--- config.mk ---
export PLATFORM = sky130hd
export DESIGN_NAME = fir_sample_feeder
export DESIGN_NICKNAME = d
export VERILOG_FILES = /design/src/rtl/fir_sample_feeder.sv
export SDC_FILE = /design/constraint.sdc
export NUM_CORES = 1
export LEC_CHECK = 0
export CORE_MARGIN = 3
export CORE_UTILIZATION = 25
export DETAILED_ROUTE_END_ITERATION = 10
export HOLD_SLACK_MARGIN = 0.15
export PLACE_DENSITY_LB_ADDON = 0.2
export SETUP_SLACK_MARGIN = 0.05
export SLEW_MARGIN = 20
export SYNTH_ARGS = -nofsm -noshare
export SYNTH_HDL_FRONTEND = slang
export SYNTH_SLANG_ARGS = --single-unit
--- constraint.sdc ---
create_clock -name clk -period 9.3 [get_ports clk]
set_clock_uncertainty 0.2 [all_clocks]
set_input_delay 2.325 -clock clk [delete_from_list [all_inputs] [get_ports clk]]
set_output_delay 2.325 -clock clk [all_outputs]
set_load 0.01 [all_outputs]
--- src/rtl/fir_sample_feeder.sv ---
// Sample feeder for a single-sample-at-a-time FIR: queues upstream samples in a
// small FIFO and strobes them into the FIR one by one, waiting for each result.
module fir_sample_feeder #(
    parameter int InputWidth = 16,
    parameter int FifoDepth  = 8,
    parameter int Timeout    = 128
) (
    input  logic                       clk,
    input  logic                       rst,
    input  logic [InputWidth-1:0]      s_data,
    input  logic                       s_valid,
    output logic                       s_ready,
    output logic [InputWidth-1:0]      fir_din,
    output logic                       fir_input_valid,
    input  logic                       fir_output_valid,
    output logic                       busy,
    output logic [$clog2(FifoDepth):0] fifo_count,
    output logic                       timeout_err,
    output logic [15:0]                samples_issued
);
    localparam int AW = $clog2(FifoDepth);
    localparam int CW = AW + 1;
    localparam int TW = (Timeout > 2) ? $clog2(Timeout) : 1;

    localparam logic [CW-1:0] DEPTH    = CW'(FifoDepth);
    localparam logic [TW-1:0] TMO_LAST = TW'(Timeout - 1);

    localparam logic [1:0] ST_IDLE  = 2'd0;
    localparam logic [1:0] ST_ISSUE = 2'd1;
    localparam logic [1:0] ST_WAIT  = 2'd2;

    logic [InputWidth-1:0] mem [FifoDepth];

    logic [1:0]            state_reg, state_next;
    logic [AW-1:0]         wr_ptr_reg, rd_ptr_reg;
    logic [CW-1:0]         count_reg, count_next;
    logic [InputWidth-1:0] din_reg;
    logic [TW-1:0]         tmo_reg, tmo_next;
    logic                  err_reg, err_next;
    logic [15:0]           issued_reg, issued_next;
    logic                  push, pop;

    assign s_ready         = (count_reg < DEPTH);
    assign push            = s_valid && s_ready;
    assign fir_din         = din_reg;
    assign fir_input_valid = (state_reg == ST_ISSUE);
    assign busy            = (state_reg == ST_ISSUE) || (state_reg == ST_WAIT);
    assign fifo_count      = count_reg;
    assign timeout_err     = err_reg;
    assign samples_issued  = issued_reg;

    // Pops are decided from the registered count only, so a sample written on
    // this edge into an empty FIFO cannot be issued before the next edge.
    always_comb begin
        state_next  = state_reg;
        pop         = 1'b0;
        tmo_next    = tmo_reg;
        err_next    = err_reg;
        issued_next = issued_reg;
        case (state_reg)
            ST_IDLE: begin
                if (count_reg != '0) begin
                    pop        = 1'b1;
                    state_next = ST_ISSUE;
                    tmo_next   = '0;
                end
            end
            ST_ISSUE: begin
                state_next  = ST_WAIT;
                issued_next = issued_reg + 16'd1;
            end
            ST_WAIT: begin
                if (fir_output_valid) begin
                    if (count_reg != '0) begin
                        pop        = 1'b1;
                        state_next = ST_ISSUE;
                        tmo_next   = '0;
                    end else begin
                        state_next = ST_IDLE;
                    end
                end else if (tmo_reg == TMO_LAST) begin
                    err_next   = 1'b1;
                    state_next = ST_IDLE;
                end else begin
                    tmo_next = tmo_reg + TW'(1);
                end
            end
            default: state_next = ST_IDLE;
        endcase
    end

    always_comb begin
        count_next = count_reg;
        if (push && !pop) begin
            count_next = count_reg + CW'(1);
        end else if (!push && pop) begin
            count_next = count_reg - CW'(1);
        end
    end

    // Storage is left unreset so it maps onto plain RAM.
    always_ff @(posedge clk) begin
        if (push) begin
            mem[wr_ptr_reg] <= s_data;
        end
    end

    always_ff @(posedge clk or posedge rst) begin
        if (rst) begin
            state_reg  <= ST_IDLE;
            wr_ptr_reg <= '0;
            rd_ptr_reg <= '0;
            count_reg  <= '0;
            din_reg    <= '0;
            tmo_reg    <= '0;
            err_reg    <= 1'b0;
            issued_reg <= '0;
        end else begin
            state_reg  <= state_next;
            count_reg  <= count_next;
            tmo_reg    <= tmo_next;
            err_reg    <= err_next;
            issued_reg <= issued_next;
            if (push) begin
                wr_ptr_reg <= wr_ptr_reg + AW'(1);
            end
            if (pop) begin
                din_reg    <= mem[rd_ptr_reg];
                rd_ptr_reg <= rd_ptr_reg + AW'(1);
            end
        end
    end
endmodule

==> run metrics, run 1 <==
relative slew slack=28.2%; FF-to-FF End=fifo_count[3]$_DFFE_PP0P_; final setup fails=0; cell count after synthesis=423; arrival time at the worst endpoint=5480 ps; Total GRT Usage=around 10%; max-slew violations=0; Hold Crit Class=flip-flop to flip-flop; die height=176 um; most frequent cells in the layout=edfxtp_1 (128), clkdlybuf4s50_1 (59), dfrtp_1 (50); crit path max fanout=36; ys async rst share=28.9%; initial core utilization=25.8%; CTS Root Cell=clkbuf_16; status=finished, final reports clean; fillers=2732; WL/cell=16.5 um; CTS H-tree depth=4; RR Startpoint=state_reg[0]$_DFFE_PP0P_; Leakage=around 0.0031 uW; Ports=60; # diodes=0; Die ar.=31100 um2; Achievable Freq=between 0.15 and 0.2 GHz; Final Hold Viols=0; worst r2r path cells=12; Critical Path End Type=flip-flop; Post-synth EDFFs=128; fin area=8920 um2; global-route wire length before repair=23.0 mm; die width=around 180 um; predominant post-synthesis flop cell=edfxtp_1; via count=3739; post-route clock period utilization=57.7%; share of cells above drive strength 1=17.6%; pre-CTS setup slack=between 3000 and 4000 ps; clock-pin slew on the worst setup and hold paths=about 70 ps; hold path start=timeout_err$_DFFE_PP0P_; CTS max path bufs=2; Net Count, Synth=455; Critical Path Stages=11; commonest non-fill, non-tap cell in the layout=edfxtp_1; core area=roughly 28000 um2; fin crit period=5370 ps; Starting DRT DRC Count=216; Worst-Margin Slew=1080 ps; # port buffers=59; cell count after placement=846; vias in the first global route=around 4k; post-synthesis sequential area ratio=about 70%; CTS Hold Bufs=0; routability-driven placement congestion ratio=roughly 0.70; Remaining Overflow, GRT=0; DR DRC count=0; post-synthesis register bit count=180; Slowest Stage Delay on Critical Path=730 ps; CP max stage cell=nor2_4; clk_lat worst skew=around 420 ps; critical path class=primary input to flip-flop; First-pass DRT Iterations=4; final WL=around 14 mm; HPWL after detailed placement=8.63 mm; Crit path required time=between 9000 and 10000 ps; Top Family by Delay on Critical Path=buffers and inverters; worst-path cell chain=clkdlybuf4s50_1, a21oi_1, nor2_4, inv_1, ha_1, inv_1, ha_1, a21o_2, a2111o_1, nand3_1, nand2_1; Yosys cell types=44; fin cells=878; clock sinks=180; post-route setup slack=about 3900 ps; vias per inst=4.26; Area growth syn-to-layout=23.0%; area of placed instances=8300 um2; Hold EP=timeout_err$_DFFE_PP0P_; Util after Layout=31.7%; floorplan row count=just over 60; Reg2Reg Setup Slack=5710 ps; Synth Warn #=0; total of max-cap violations=0; antenna-violating nets left=0; VDD IR max=0.000132 V; post-CTS setup buffer count=0; Cell Pwr Density=303 nW/um2; nets=about 520; TritonCTS clock tree=built; RSZ-0062 raised after global routing=no; largest net degree at the start of global routing=53; antenna violations before repair=0; number of CTS-inserted buffers=17; post-cts sizing count=0; CP bufs+invs=3; Biggest register=mem; setup TNS=0 ps; crit start category=primary input; max reg flops=128; syn_area_per_cell=around 17 um2; Mapped Area=roughly 7300 um2; Hold Path Depth=1
## worst max-delay path by stage
| stage | slack (ps) | start | endpoint |
|---|---|---|---|
| after floorplan | 4770 | s_valid | mem[0][0]$_DFFE_PP_ |
| after global placement | 3550 | fir_output_valid | fifo_count[3]$_DFFE_PP0P_ |
| after detailed placement | 3480 | fir_output_valid | fifo_count[3]$_DFFE_PP0P_ |
| after CTS | 3930 | fir_output_valid | fifo_count[3]$_DFFE_PP0P_ |
| after global routing | 3690 | fir_output_valid | fifo_count[3]$_DFFE_PP0P_ |
| final | 3930 | fir_output_valid | fifo_count[3]$_DFFE_PP0P_ |
## worst reg2reg max path: cells and delay by family (launching register included)
family	cells	cell delay (ps)
buf+inv	3	350
flops	1	420
fa+ha+maj	3	830
simple gates	3	860
compound gates	3	830
## kinds of logic (layout without fill, tap and decap cells)
family,count (synthesis),after routing,share of synthesized area [%]
flops,180,180,70.9
simple gates,85,85,5.71
mux,55,55,13.2
compound gates,43,43,3.57
buf+inv,27,104,1.90
xor+xnor,21,21,2.54
fa+ha+maj,12,12,2.17
## metrics by stage
step	total power, uW	hold WS, ps
2_1_floorplan	1710	279
3_3_place_gp	2010	262
3_5_place_dp	2030	271
4_1_cts	2760	291
5_1_grt	2880	297
6_report	2700	285
## synthesized netlist by cell type (all sizes together) (8+ instances only)
cell type | number | area [um2]
nor2 | 29 | 111
ha | 11 | 138
inv | 10 | 37.5
edfxtp | 128 | 3840
a21oi | 23 | 115
xnor2 | 14 | 123
mux4 | 32 | 721
dfrtp | 52 | 1300
nand2 | 18 | 67.6
mux2i | 18 | 180
buf | 14 | 88.8
nor3 | 8 | 40.0
nand3 | 9 | 45.0
## final cells by class
| cell class | instances | area (um2) | area share, % |
|---|---|---|---|
| clock buffer | 18 | 439 | 4.92 |
| multi-input combinational | 216 | 2030 | 22.8 |
| timing repair buffer | 62 | 613 | 6.87 |
| inverter | 10 | 37.5 | 0.421 |
| clock inverter | 14 | 180 | 2.02 |
| sequential | 180 | 5150 | 57.7 |
| tap | 378 | 473 | 5.30 |
## layer usage
metal,track usage (%),share of wire (%),up-vias
li1,-,-,1753
met1,12.7,46,1912
met2,16.4,50,63
met3,2.47,3.5,11
met4,2.75,1.0,0
met5,0,0,-
## power breakdown
part           switching (uW)  internal, uW  total [uW]  leakage, uW
Combinational             422           431         853     0.000961
Sequential                121          1010        1130      0.00180
Clock                     349           373         722     0.000299
No activity file was read; power rests on OpenSTA's default activity.
==> run 2, diff against run 1 <==
clock period = 5.4 ns   (was 9.3 ns; I/O delays follow)
==> run metrics, run 2 (same netlist as run 1, synthesis figures left out) <==
relative slew slack=40.8% (+13 points); global-route wire length before repair=24.2 mm (+5.2%); Cell Pwr Density=523 nW/um2 (+72%); Leakage=0.00310 uW (+1.3%); Die ar.=31100 um2 (unchanged); Biggest register=mem; antenna violations before repair=0 (unchanged); HPWL after detailed placement=8.92 mm (+3.4%); die height=176 um (unchanged); area of placed instances=8330 um2 (+0.36%); total of max-cap violations=0 (unchanged); Ports=60 (unchanged); Hold Crit Class=flip-flop to flip-flop; routability-driven placement congestion ratio=0.698 (-0.27%); Achievable Freq=between 0.2 and 0.3 GHz; final setup fails=0 (unchanged); met3 usage=2.71% (+0.24 points); CTS Root Cell=clkbuf_16; max reg flops=128 (unchanged); Critical Path End Type=flip-flop; Final Hold Viols=0 (unchanged); clock sinks=180 (unchanged); clk_lat worst skew=420 ps (about the same); DR DRC count=0 (unchanged); WL/cell=17.0 um (+3.6%); arrival time at the worst endpoint=3820 ps (-1660 ps); vias per inst=4.29 (+0.84%); Starting DRT DRC Count=309 (+43%); fin cells=887 (+1.0%); final WL=15.1 mm (+4.7%); antenna-violating nets left=0 (unchanged); crit start category=primary input; post-CTS setup buffer count=0 (unchanged); setup TNS=0 ps (unchanged); Crit path required time=5510 ps (-3900 ps); most frequent cells in the layout=edfxtp_1 (128), clkdlybuf4s50_1 (59), dfrtp_1 (50); total power=4670 uW (+73%); post-cts sizing count=0 (unchanged); share of cells above drive strength 1=17.7% (+0.082 points); commonest non-fill, non-tap cell in the layout=edfxtp_1; RSZ-0062 raised after global routing=no; CTS H-tree depth=4 (unchanged); via count=3809 (+1.9%); GRT Max-Usage Layer=met2; Total GRT Usage=10.4% (+0.59 points); clock-pin slew on the worst setup and hold paths=70 ps (about the same); core area=28200 um2 (unchanged); floorplan row count=61 (unchanged); critical path class=primary input to flip-flop; die width=176 um (unchanged); First-pass DRT Iterations=4 (unchanged); nets=528 (+1.7%); max-slew violations=0 (unchanged); # port buffers=59 (unchanged); TritonCTS clock tree=built; number of CTS-inserted buffers=17 (unchanged); met1 Use GR=13.4% (+0.72 points); largest net degree at the start of global routing=36 (-32%); CTS Hold Bufs=0 (unchanged); cell count after placement=855 (+1.1%); VDD IR max=0.000186 V (+41%); met2 Use GR=17.4% (+0.95 points); vias in the first global route=4122 (+3.0%); status=finished, final reports clean; Remaining Overflow, GRT=0 (unchanged); # diodes=0 (unchanged); fin crit period=~3700 ps; Worst-Margin Slew=888 ps (-188 ps); initial core utilization=25.8% (unchanged); fin area=8940 um2 (+0.25%); Area growth syn-to-layout=23.3%; Worst Hold Slack=285 ps (-0.383 ps); crit path max fanout=12 (-67%); post-route clock period utilization=68.5%; CTS max path bufs=2 (unchanged)
run 2: worst max-delay path, cell delays in order:
cell and delay, ps:
clkdlybuf4s50_1 590, a21oi_1 380, nor2_4 60, inv_1 80
ha_1 210, inv_1 120, ha_1 280, a21o_2 220
a2111o_1 400, nand3_1 70, nand2_1 60
run 2: stage by stage:
step	worst slack [ps]	util (%)
4_1_cts	1720	31.8
3_3_place_gp	1330	29.6
5_1_grt	1530	31.8
3_5_place_dp	1250	29.6
6_report	1700	31.8
2_1_floorplan	1840	-
run 2: final cells by class:
type,instances,area (um2)
clock inverters,14,188
flip-flops and latches,180,5150
clock buffers,18,429
well taps,378,473
inverters,10,37.5
multi-input cells,216,1990
repair buffers,71,681
fillers,2742,19200
run 2: layer usage:
metal | vias up | routed length, um
met2 | 65 | 7530
met4 | 0 | 139
met5 | - | 0
met1 | 1966 | 6870
met3 | 12 | 581
li1 | 1766 | -
run 2: path summary, 6_finish.rpt:
check | startpoint | end | slack, ps | cells after the start
worst max-delay path | fir_output_valid | fifo_count[3]$_DFFE_PP0P_ | 1700 | 11
max in group asynchronous | rst | state_reg[0]$_DFFE_PP0P_ | 2980 | 3
worst max register to register | fifo_count[0]$_DFFE_PP0P_ | fifo_count[3]$_DFFE_PP0P_ | 2440 | 10
min in group asynchronous | rst | fir_din[14]$_DFFE_PP0P_ | 1130 | 2
worst min register to register | timeout_err$_DFFE_PP0P_ | timeout_err$_DFFE_PP0P_ | 290 | 1
worst min-delay path | timeout_err$_DFFE_PP0P_ | timeout_err$_DFFE_PP0P_ | 290 | 1
run 2: power by group:
part           leakage (uW)  switching, uW  total, uW  internal (uW)
logic               0.00100            712       1470            754
registers           0.00180            211       1950           1730
clock network      0.000295            593       1260            669
